--- src/rtl/muldiv_ctrl_if.sv ---
// Bundle between the pipeline, the HI/LO multiply/divide controller and its two
// arithmetic units. The slave modport is the controller's view.
interface muldiv_ctrl_if;
   logic        req_valid;
   logic [2:0]  req_op;
   logic [31:0] req_a;
   logic [31:0] req_b;
   logic        flush;
   logic        busy;
   logic        stall;
   logic [31:0] hi;
   logic [31:0] lo;
   logic [1:0]  mul_op;
   logic [31:0] mul_a;
   logic [31:0] mul_b;
   logic [63:0] mul_c;
   logic        mul_done;
   logic [1:0]  div_op;
   logic [31:0] div_a;
   logic [31:0] div_b;
   logic [31:0] div_q;
   logic [31:0] div_r;
   logic        div_done;

   modport master (
      output req_valid, req_op, req_a, req_b, flush,
      output mul_c, mul_done, div_q, div_r, div_done,
      input  busy, stall, hi, lo,
      input  mul_op, mul_a, mul_b, div_op, div_a, div_b
   );

   modport slave (
      input  req_valid, req_op, req_a, req_b, flush,
      input  mul_c, mul_done, div_q, div_r, div_done,
      output busy, stall, hi, lo,
      output mul_op, mul_a, mul_b, div_op, div_a, div_b
   );
endinterface

--- src/rtl/muldiv_ctrl.sv ---
// HI/LO controller: issues MULT/DIV to external multi-cycle units, writes their
// results into HI/LO, handles MTHI/MTLO and flushes in-flight operations.
module muldiv_ctrl (
   input  logic         clk,
   input  logic         resetn,
   muldiv_ctrl_if.slave bus
);

   typedef enum logic [2:0] {
      OP_NONE  = 3'b000,
      OP_MULT  = 3'b001,
      OP_MULTU = 3'b010,
      OP_DIV   = 3'b011,
      OP_DIVU  = 3'b100,
      OP_MTHI  = 3'b101,
      OP_MTLO  = 3'b110,
      OP_NONE7 = 3'b111
   } op_e;

   typedef enum logic [1:0] {
      S_IDLE,
      S_MUL_WAIT,
      S_DIV_WAIT,
      S_DRAIN
   } state_e;

   localparam logic [1:0] UNIT_IDLE     = 2'b00;
   localparam logic [1:0] UNIT_UNSIGNED = 2'b01;
   localparam logic [1:0] UNIT_SIGNED   = 2'b10;

   state_e      r_state;
   state_e      w_state_nxt;
   logic [31:0] r_hi;
   logic [31:0] r_lo;
   logic [31:0] w_hi_nxt;
   logic [31:0] w_lo_nxt;
   logic        w_accept;
   op_e         w_op;

   assign w_op     = op_e'(bus.req_op);
   assign w_accept = resetn & bus.req_valid & ~bus.flush & (r_state == S_IDLE);

   // NOTE: every output of this block gets a default first, so no path leaves
   // a signal unassigned and no latch can be inferred.
   always_comb begin
      w_state_nxt = r_state;
      w_hi_nxt    = r_hi;
      w_lo_nxt    = r_lo;
      bus.mul_op  = UNIT_IDLE;
      bus.mul_a   = bus.req_a;
      bus.mul_b   = bus.req_b;
      bus.div_op  = UNIT_IDLE;
      bus.div_a   = bus.req_a;
      bus.div_b   = bus.req_b;

      unique case (r_state)
         S_IDLE: begin
            if (w_accept) begin
               unique case (w_op)
                  OP_MULT: begin
                     bus.mul_op  = UNIT_SIGNED;
                     w_state_nxt = S_MUL_WAIT;
                  end
                  OP_MULTU: begin
                     bus.mul_op  = UNIT_UNSIGNED;
                     w_state_nxt = S_MUL_WAIT;
                  end
                  OP_DIV, OP_DIVU: begin
                     // Divide by zero is dropped: nothing issued, HI/LO untouched.
                     if (bus.req_b != 32'd0) begin
                        bus.div_op  = (w_op == OP_DIV) ? UNIT_SIGNED : UNIT_UNSIGNED;
                        w_state_nxt = S_DIV_WAIT;
                     end
                  end
                  OP_MTHI: w_hi_nxt = bus.req_a;
                  OP_MTLO: w_lo_nxt = bus.req_a;
                  default: ;
               endcase
            end
         end
         S_MUL_WAIT: begin
            if (bus.flush) begin
               w_state_nxt = S_DRAIN;
            end else if (bus.mul_done) begin
               w_hi_nxt    = bus.mul_c[63:32];
               w_lo_nxt    = bus.mul_c[31:0];
               w_state_nxt = S_IDLE;
            end
         end
         S_DIV_WAIT: begin
            if (bus.flush) begin
               w_state_nxt = S_DRAIN;
            end else if (bus.div_done) begin
               w_hi_nxt    = bus.div_r;
               w_lo_nxt    = bus.div_q;
               w_state_nxt = S_IDLE;
            end
         end
         S_DRAIN: begin
            // The unit not in flight is idle and already reports done.
            if (bus.mul_done && bus.div_done) begin
               w_state_nxt = S_IDLE;
            end
         end
         default: w_state_nxt = S_IDLE;
      endcase
   end

   // NOTE: state and HI/LO use non-blocking assignments and a reset sampled on
   // the clock edge, so every flop updates together from pre-edge values.
   always_ff @(posedge clk) begin
      if (!resetn) begin
         r_state <= S_IDLE;
         r_hi    <= 32'd0;
         r_lo    <= 32'd0;
      end else begin
         r_state <= w_state_nxt;
         r_hi    <= w_hi_nxt;
         r_lo    <= w_lo_nxt;
      end
   end

   assign bus.busy  = (r_state != S_IDLE);
   assign bus.stall = bus.req_valid & bus.busy;
   assign bus.hi    = r_hi;
   assign bus.lo    = r_lo;

endmodule
--- src/flat_wrapper.sv ---
// flat-port wrapper written by rule: the top's interface ports become plain ports
module muldiv_ctrl_flat 
  (clk, resetn, bus_req_valid, bus_req_op, bus_req_a, bus_req_b, bus_flush, bus_mul_c, bus_mul_done, bus_div_q, bus_div_r, bus_div_done, bus_busy, bus_stall, bus_hi, bus_lo, bus_mul_op, bus_mul_a, bus_mul_b, bus_div_op, bus_div_a, bus_div_b);
  muldiv_ctrl_if bus_i ();
  input  logic clk;
  input  logic resetn;
  input wire logic [$bits(bus_i.req_valid)-1:0] bus_req_valid;
  input wire logic [$bits(bus_i.req_op)-1:0] bus_req_op;
  input wire logic [$bits(bus_i.req_a)-1:0] bus_req_a;
  input wire logic [$bits(bus_i.req_b)-1:0] bus_req_b;
  input wire logic [$bits(bus_i.flush)-1:0] bus_flush;
  input wire logic [$bits(bus_i.mul_c)-1:0] bus_mul_c;
  input wire logic [$bits(bus_i.mul_done)-1:0] bus_mul_done;
  input wire logic [$bits(bus_i.div_q)-1:0] bus_div_q;
  input wire logic [$bits(bus_i.div_r)-1:0] bus_div_r;
  input wire logic [$bits(bus_i.div_done)-1:0] bus_div_done;
  output wire logic [$bits(bus_i.busy)-1:0] bus_busy;
  output wire logic [$bits(bus_i.stall)-1:0] bus_stall;
  output wire logic [$bits(bus_i.hi)-1:0] bus_hi;
  output wire logic [$bits(bus_i.lo)-1:0] bus_lo;
  output wire logic [$bits(bus_i.mul_op)-1:0] bus_mul_op;
  output wire logic [$bits(bus_i.mul_a)-1:0] bus_mul_a;
  output wire logic [$bits(bus_i.mul_b)-1:0] bus_mul_b;
  output wire logic [$bits(bus_i.div_op)-1:0] bus_div_op;
  output wire logic [$bits(bus_i.div_a)-1:0] bus_div_a;
  output wire logic [$bits(bus_i.div_b)-1:0] bus_div_b;
  assign bus_i.req_valid = bus_req_valid;
  assign bus_i.req_op = bus_req_op;
  assign bus_i.req_a = bus_req_a;
  assign bus_i.req_b = bus_req_b;
  assign bus_i.flush = bus_flush;
  assign bus_i.mul_c = bus_mul_c;
  assign bus_i.mul_done = bus_mul_done;
  assign bus_i.div_q = bus_div_q;
  assign bus_i.div_r = bus_div_r;
  assign bus_i.div_done = bus_div_done;
  assign bus_busy = bus_i.busy;
  assign bus_stall = bus_i.stall;
  assign bus_hi = bus_i.hi;
  assign bus_lo = bus_i.lo;
  assign bus_mul_op = bus_i.mul_op;
  assign bus_mul_a = bus_i.mul_a;
  assign bus_mul_b = bus_i.mul_b;
  assign bus_div_op = bus_i.div_op;
  assign bus_div_a = bus_i.div_a;
  assign bus_div_b = bus_i.div_b;
  muldiv_ctrl u_core (.clk(clk), .resetn(resetn), .bus(bus_i));
endmodule
--- config.mk ---
export PLATFORM = sky130hd
export DESIGN_NAME = muldiv_ctrl_flat
export DESIGN_NICKNAME = d
export VERILOG_FILES = /design/src/rtl/muldiv_ctrl_if.sv /design/src/rtl/muldiv_ctrl.sv /design/src/flat_wrapper.sv
export SDC_FILE = /design/constraint.sdc
export NUM_CORES = 1
export LEC_CHECK = 0
export ABC_CLOCK_PERIOD_IN_PS = 3700
export CAP_MARGIN = 20
export CORE_AREA = 2 2 154 156
export DETAILED_ROUTE_END_ITERATION = 10
export DIE_AREA = 0 0 156 158
export DONT_BUFFER_PORTS = 1
export PLACE_DENSITY = 0.4
export SYNTH_ARGS = -nofsm -noshare
export SYNTH_HDL_FRONTEND = slang
export SYNTH_SLANG_ARGS = --single-unit
--- constraint.sdc ---
create_clock -name clk -period 3.7 [get_ports clk]
set_clock_uncertainty 0.05 [all_clocks]
set_input_delay 0.37 -clock clk [delete_from_list [all_inputs] [get_ports clk]]
set_output_delay 0.37 -clock clk [all_outputs]
set_load 0.02 [all_outputs]
==> results of run 1 <==
## stage by stage
step                std cells  worst slack [ps]
finish                    728             945.3
detailed placement        706              1003
global placement          706              1109
floorplan                 583              1352
CTS                       722             955.0
global route              728             718.5
## Yosys cell counts (all sizes together) (2+ instances only)
library cell and n:
nand2b 5, a211o 64, nand3 2, a21boi 65, ha 5, buf 137
a22oi 65, nor2 32, clkbuf 35, dfxtp 66, nor3 3, nand2 72
o21ai 5, nor4 10, inv 5
## state kept, by name, summed over array words and instances (netlist names)
signal,cells
u_core.r_state,2
u_core.bus.lo,32
u_core.bus.hi,32
## worst max-delay path: cells and delay by family, from the launching register on
| kind | cells | cell delay, ps |
|---|---|---|
| AO/OA/AOI/OAI | 3 | 610 |
| adder cells (fa/ha/maj) | 1 | 680 |
| multiplexers | 1 | 240 |
| flip-flops | 1 | 360 |
| buffers and inverters | 2 | 650 |
## worst min-delay path by stage
stage / startpoint / end / slack [ps] / cells past startpoint
final: resetn / u_core.bus.lo[30]$_SDFFE_PN0P_ / 140 / 1
after global routing: resetn / u_core.r_state[1]$_SDFFE_PN0P_ / 120 / 1
after CTS: resetn / u_core.r_state[1]$_SDFFE_PN0P_ / 120 / 1
after detailed placement: resetn / u_core.r_state[1]$_SDFFE_PN0P_ / 480 / 1
after global placement: resetn / u_core.r_state[1]$_SDFFE_PN0P_ / 480 / 1
after floorplan: u_core.r_state[0]$_SDFFE_PN0P_ / u_core.r_state[0]$_SDFFE_PN0P_ / 460 / 2
## power by group through the flow
stage	logic, mW	clock network [mW]	registers, mW
after global routing	2.24	1.03	1.84
after detailed placement	2.04	0	1.82
after global placement	1.99	0	1.82
after CTS	2.04	1.00	1.81
after floorplan	1.79	0	1.69
final	2.01	0.962	1.79
## cells by family after synthesis
group,after synthesis,share of synthesized area
DFF,66,0.2778
muxes,1,0.002105
adders and majority gates,5,0.01315
buffers and inverters,177,0.2441
and+or+nand+nor,129,0.1194
AOI/OAI and AO/OA,205,0.3433
## final cells by class
cell class / count / area [µm²]
fill: 2547 / 18670
timing repair buffer: 5 / 50.05
inverter: 5 / 18.77
sequential: 66 / 1321
antenna: 6 / 15.01
tap: 290 / 362.8
clock buffer: 10 / 239.0
clock inverter: 6 / 88.84
multi-input combinational: 340 / 2291
## layer usage
metal,track usage,vias to the layer above
li1,-,1661
met1,0.1287,1782
met2,0.2408,255
met3,0.03805,28
met4,0.06466,2
met5,0,-
==> out/results.tsv, run 1 <==
metric	value	unit
status	finished clean	
relative slew slack	0.4906	
worst-path maximum fanout	34	
Die Wd	156	µm
Worst VDD drop	0.2905	mV
layout overhead on the synthesized area	-7.761	%
fmax	363.0	MHz
post-route ant nets	0	
first-pass GRT wire length	23230	µm
Critical Path Start	u_core.r_state[0]$_SDFFE_PN0P_	
Post-synth EDFFs	0	
min Tclk post-route	2755	ps
Mapped Area	4756	µm²
max_cap viols	0	
clock sink count	66	
IO Pins	399	
Final Cycle Share	0.7445	
register area share after synthesis	0.2778	
leak pwr	1.391	nW
number of buffers created by CTS	9	
Chip Height	158	µm
Wirelength per Cell	23.12	µm
Synthesis Warnings	0	
clock power share	0.202	
Final Util	0.1903	
post-synthesis cell count	583	
Top Metal Used	met5	
initial antenna violation count	7	
CP max stage cell	ha_2	
Worst Setup Path Type	flip-flop to flip-flop	
Data arrival, critical path	2920	ps
switching part of the total	0.4976	
DR DRC count	0	
crit-path cells	inv_1, ha_2, buf_4, a22oi_1, o221ai_1, mux2i_1, a21boi_0	
Comb pwr share	0.421	
post-synthesis register bit count	66	
Final Hold Slack	139.0	ps
GR Overflow Total	0	
final-report hold violation count	0	
Layout Nets	633	
RSZ-0062 raised after global routing	no	
Port Buf Inserts	0	
DRT Pass-1 Iters	5	
post-route cell area	4387	µm²
Max stage delay on crit path	680	ps
clock slew at reported path FFs	60	ps
setup violators final	0	
TritonCTS clock tree	done	
H-tree levels	3	
initial core utilization	0.2063	
Synth area leaders	dfxtp_1, buf_4, a211o_1	
Routed met2 length	8807	µm
PostCTS Resize Cnt	0	
CTS Buffer Depth	2	
initial drt markers	256	
vias in the first global route	3657	
Pwr Density	1085	nW/µm²
FF-to-FF Start	u_core.r_state[0]$_SDFFE_PN0P_	
clock latency on the worst-skew pair	330	ps
FP Rows	56	
reg2reg setup slack	950	ps
GRT Total Usage	0.1282	
largest net degree at the start of global routing	69	
Avg Vias per Cell	5.121	
setup repair bufs after CTS	0	
WL met1	5954	µm
Worst Path Required	3870	ps
met3 wire length	1391	µm
crit path launch type	flip-flop	
P_sw	2.369	mW
most frequent cells in the layout	nand2_1, dfxtp_1, a22oi_1	
Yosys top cell area share	0.2778	
Reg2Reg Depth	7	
worst r2r dst	u_core.r_state[0]$_SDFFE_PN0P_	
Total Power	4.762	mW
hpwl dp	12540	µm
Synth area leader	dfxtp_1	
fraction of registers with async set or reset after synthesis	0	
syn_area_per_cell	8.157	µm²
part of the power in registers	0.377	
final WL	16830	µm
CP Capture Point	u_core.r_state[0]$_SDFFE_PN0P_	
Synth Net Count	789	
Post-Route Setup TNS	0	ps
commonest register cell after synthesis	dfxtp_1	
Synth cell types	34	
DP Area	4044	µm²
commonest non-fill, non-tap cell in the layout	nand2_1	
Core ar.	23050	µm²
CTS root buf	clkbuf_16	
RD Place Congestion	0.7487	
Slew Viols, Final	0	
Least-Margin Pin Slew	764.2	ps
share of cells above drive strength 1	0.06944	
CP Capture Type	flip-flop	
Int Power	2.392	mW
vias post-DR	3728	
die area	24650	µm²
Hold Crit Class	input port to flip-flop	
cts hold-fix bufs	0	
No activity file was read; power rests on OpenSTA's default activity.
==> inputs of run 2 (changes only) <==
- ABC_CLOCK_PERIOD_IN_PS: 3700 -> 2350
- PLACE_DENSITY: 0.4 -> 0.41
- clock period: 3.7 -> 2.35 ns (I/O delays scaled with it)
==> run 2 against run 1 <==
Wire length is essentially flat. Largest power group unchanged. Utilization is 0.55 points higher. Register-to-register slack got worse by 640 ps. Final cell count up 1.4%. Die area stayed put. Largest cell class unchanged. Combinational power grew 64%. Global-route usage is 0.18 points lower. Worst setup slack got worse by 840 ps.
==> out/results.tsv, run 2 (synthesized netlist as in run 1, its figures left out) <==
metric	value	unit
GRT Total Usage	0.1264	
die area	24650	µm²
most frequent cells in the layout	nand2_1, dfxtp_1, a22oi_1	
Data arrival, critical path	1960	ps
leak pwr	1.469	nW
Pwr Density	1683	nW/µm²
initial antenna violation count	2	
vias in the first global route	3662	
Critical Path Start	u_core.r_state[1]$_SDFFE_PN0P_	
max_cap viols	0	
DR DRC count	0	
GR Overflow Total	0	
Layout Nets	647	
Chip Height	158	µm
status	finished clean	
post-route insts no fill	738	
dpl cells	718	
initial core utilization	0.2063	
H-tree levels	3	
Core ar.	23050	µm²
Multi-input gate area	2311	µm²
vias post-DR	3727	
hpwl dp	12670	µm
layout overhead on the synthesized area	-5.104	%
first-pass GRT wire length	22630	µm
final-report hold violation count	0	
clock slew at reported path FFs	60	ps
relative slew slack	0.7044	
CP most frequent cell	inv_1	
Worst VDD drop	0.8113	mV
number of buffers created by CTS	9	
post-route ant nets	0	
initial drt markers	253	
CTS root buf	clkbuf_16	
setup repair bufs after CTS	0	
share of cells above drive strength 1	0.09865	
commonest non-fill, non-tap cell in the layout	nand2_1	
Die Wd	156	µm
RD Place Congestion	0.7578	
Least-Margin Pin Slew	443.5	ps
largest net degree at the start of global routing	50	
Port Buf Inserts	0	
final WL	16820	µm
Worst Setup Path Type	flip-flop to primary output	
Worst Path Required	2070	ps
TritonCTS clock tree	done	
CP max stage cell	or3_4	
Storage cell area	1321	µm²
clock latency on the worst-skew pair	330	ps
crit path launch type	flip-flop	
FF-to-FF Start	u_core.r_state[0]$_SDFFE_PN0P_	
CTS Buffer Depth	2	
# fillers	2601	
fmax	445.9	MHz
clock sink count	66	
min Tclk post-route	2243	ps
Post-Route Setup TNS	0	ps
Avg Vias per Cell	5.050	
Hold Crit Class	input port to flip-flop	
Slew Viols, Final	0	
Wirelength per Cell	22.79	µm
crit-path cells	inv_1, ha_4, inv_1, or3_4, nor4_4, buf_4	
IO Pins	399	
HP Start	resetn	
setup violators final	0	
Max stage delay on crit path	420	ps
worst-path maximum fanout	5	
CP Capture Type	primary output	
DRT Pass-1 Iters	4	
Final Cycle Share	0.9543	
RSZ-0062 raised after global routing	no	
FP Rows	56	
Final Hold Slack	37.44	ps
==> run 2: timing repair <==
| item | 4_1_cts | 5_1_grt |
|---|---|---|
| setup endpoints to repair | 1 | 1 |
| hold buffers | 2 | 0 |
| pin swaps | 0 | 1 |
| hold endpoints to repair | 38 | 0 |
| gates resized for setup | 1 | 3 |
==> run 2: through the flow <==
stage          area [µm²]  setup WS (ps)    util  total power, mW
2_1_floorplan        4756          136.6       -            5.478
3_3_place_gp         4146          374.0  0.1799            6.088
3_5_place_dp         4146          284.8  0.1799            6.192
4_1_cts              4494          14.49  0.1950            7.750
5_1_grt              4513          13.14  0.1958            8.164
6_report             4513          107.4  0.1958            7.595
==> run 2: cell type report <==
cell class                      instances  area share
Clock buffer                           11     0.05157
Timing Repair Buffer                   19     0.04048
Clock inverter                          5     0.01747
Multi-Input combinational cell        340      0.5121
Antenna cell                            2    0.001109
Sequential cell                        66      0.2928
Tap cell                              290     0.08040
Inverter                                5    0.004159
==> run 2: worst max-delay path, delay by kind of cell, from the launching register on <==
family        cells  cell delay [ps]
simple gates      2              710
buf+inv           3              380
flops             1              360
fa+ha+maj         1              170
==> run 2: per-layer routing <==
metal	share of wire	GRT usage	up-vias
met2	0.52	0.2341	254
met1	0.34	0.1219	1752
li1	-	-	1680
met3	0.091	0.03832	41
met5	0	0	-
met4	0.051	0.08213	0
==> run 2: worst paths after layout <==
check | cells past startpoint | slack, ps | end
worst max-delay path | 6 | 110 | bus_div_op[1]
worst min-delay path | 1 | 40 | u_core.bus.hi[20]$_SDFFE_PN0P_
worst max register to register | 6 | 310 | u_core.r_state[1]$_SDFFE_PN0P_
worst min register to register | 2 | 510 | u_core.bus.hi[1]$_SDFFE_PN0P_
==> run 2: report_power, final <==
part	internal (mW)	switching [mW]	leakage, nW
registers	1.69	1.12	0.539
logic	1.24	2.06	0.777
clock network	0.929	0.553	0.153
total	3.87	3.73	1.47
==> inputs of run 3 (changes only) <==
- DONT_BUFFER_PORTS: 1 -> default
- PLACE_DENSITY: 0.41 -> 0.64
- RECOVER_POWER: default -> 100
==> run 3 against run 2 <==
Clock-buffer cell count stayed put. Final cell count is 57% higher. First-iteration DRC count is 17% lower. Combinational power is 73% higher. Sequential share of layout area is 14 points lower. Worst hold slack better by 360 ps. Total power is 21% higher. Highest routed layer unchanged. Global-route usage is 1.6 points higher. Clock power is 3% higher. Largest power group unchanged.
==> out/results.tsv, run 3 (synthesized netlist as in run 1, its figures left out) <==
metric	value	unit
switching part of the total	0.4458	
Layout Nets	1069	
DR DRC count	0	
relative slew slack	0.5355	
share of cells above drive strength 1	0.08295	
Pwr Density	1057	nW/µm²
Final Cycle Share	0.9442	
status	finished clean	
Worst Setup Path Type	flip-flop to primary output	
cts hold-fix bufs	0	
CP Capture Type	primary output	
Data arrival, critical path	1930	ps
first-pass GRT wire length	27610	µm
dpl cells	1142	
hpwl dp	14500	µm
DP Area	8358	µm²
most frequent cells in the layout	clkdlybuf4s50_1, dlygate4sd3_1, nand2_1	
clock sink count	66	
final WL	18610	µm
Least-Margin Pin Slew	696.7	ps
setup violators final	0	
initial drt markers	209	
CTS root buf	clkbuf_16	
final-report hold violation count	0	
initial core utilization	0.2063	
clock slew at reported path FFs	60	ps
part of the power in registers	0.211	
fmax	450.7	MHz
Die Wd	156	µm
GR Overflow Total	0	
CTS Buffer Depth	2	
max_cap viols	0	
Comb pwr share	0.623	
Hold Crit Class	flip-flop to flip-flop	
Port Buf Inserts	398	
P_sw	4.083	mW
leak pwr	3.330	nW
met2 capacity usage during global routing	0.2638	
vias post-DR	5191	
RD Place Congestion	0.7449	
Chip Height	158	µm
IO Pins	399	
commonest non-fill, non-tap cell in the layout	clkdlybuf4s50_1	
Slew Viols, Final	0	
crit path launch type	flip-flop	
Avg Vias per Cell	4.475	
initial antenna violation count	2	
TritonCTS clock tree	done	
clock latency on the worst-skew pair	320	ps
Critical Path Start	u_core.r_state[0]$_SDFFE_PN0P_	
met1 GRT Util	0.1606	
min Tclk post-route	2219	ps
worst-path maximum fanout	4	
Top Usage Layer GRT	met2	
FF-to-FF Start	u_core.r_state[0]$_SDFFE_PN0P_	
Wirelength per Cell	16.04	µm
number of buffers created by CTS	9	
met3 Track Usage GR	0.04024	
post-route cell area	8666	µm²
H-tree levels	3	
die area	24650	µm²
# fillers	2374	
Core ar.	23050	µm²
RSZ-0062 raised after global routing	no	
Post-Route Setup TNS	0	ps
largest net degree at the start of global routing	67	
GRT Total Usage	0.1429	
layout overhead on the synthesized area	82.22	%
Worst VDD drop	0.6895	mV
HP Start	u_core.bus.lo[4]$_SDFFE_PN0P_	
post-route ant nets	0	
clock power share	0.166	
Worst Path Required	2070	ps
DRT Pass-1 Iters	4	
FP Rows	56	
vias in the first global route	5009	
post-route insts no fill	1160	
Int Power	5.076	mW
==> run 3: changes by cell type in the layout (fill, tap and decap cells not counted), moves of 3 or more <==
cell,before,now
buf_6,0,3
a21boi_0,9,56
dlygate4sd3_1,1,194
dlygate4sd2_1,0,3
clkdlybuf4s50_1,0,199
nor4_2,0,3
a21boi_1,56,9
buf_4,15,37
==> run 3: per-layer routing <==
metal / routed length [µm] / share of wire / up-vias
met3: 1387 / 0.075 / 17
met2: 9652 / 0.52 / 221
li1: - / - / 2534
met4: 323 / 0.017 / 0
met1: 7244 / 0.39 / 2419
met5: 0 / 0 / -
==> run 3: layout make-up <==
class                           count  area, µm²  share of cell area
Antenna cell                        2      5.005           0.0005775
Timing Repair Buffer              441       4329              0.4996
Inverter                            5      18.77            0.002166
Sequential cell                    66       1321              0.1525
Clock buffer                       11      252.7             0.02917
Multi-Input combinational cell    340       2292              0.2645
Tap cell                          290      362.8             0.04187
Clock inverter                      5      83.83            0.009674
==> run 3: final timing paths <==
path | end | slack, ps | cells past startpoint
worst max register to register | u_core.bus.lo[13]$_SDFFE_PN0P_ | 160 | 7
worst max-delay path | bus_div_op[0] | 130 | 6
worst min-delay path | u_core.bus.lo[4]$_SDFFE_PN0P_ | 400 | 2
worst min register to register | u_core.bus.lo[4]$_SDFFE_PN0P_ | 400 | 2
==> run 3: worst max-delay path: stages, from the launching register on <==
cell and delay, ps:
dfxtp_1 310, inv_1 110, ha_4 150, inv_1 50
or3_1 440, nor3_1 190, dlygate4sd2_1 360
==> run 3: power groups by stage <==
stage | sequential (mW) | clock [mW] | combinational [mW]
5_1_grt | 2.01 | 1.65 | 6.24
3_3_place_gp | 1.96 | 0 | 6.20
4_1_cts | 1.96 | 1.59 | 6.23
6_report | 1.93 | 1.52 | 5.71
2_1_floorplan | 2.66 | 0 | 2.82
3_5_place_dp | 1.98 | 0 | 6.23
==> run 3: repair_timing <==
item / in CTS / in global routing
resized for setup: 5 / 5
hold endpoints to repair: 0 / 0
endpoints found under the setup margin: 4 / 2
pin swaps: 0 / 2
buffers inserted: 0 / 0
==> run 3: through the flow <==
step	util	setup WS [ps]	hold slack [ps]	total power, mW
after global routing	0.3759	1.589	417.7	9.894
after detailed placement	0.3626	-224.4	394.3	8.206
after CTS	0.3772	15.63	402.7	9.788
final	0.3759	131.2	399.3	9.159
after floorplan	-	136.6	464.0	5.478
after global placement	0.3626	-192.0	390.2	8.156
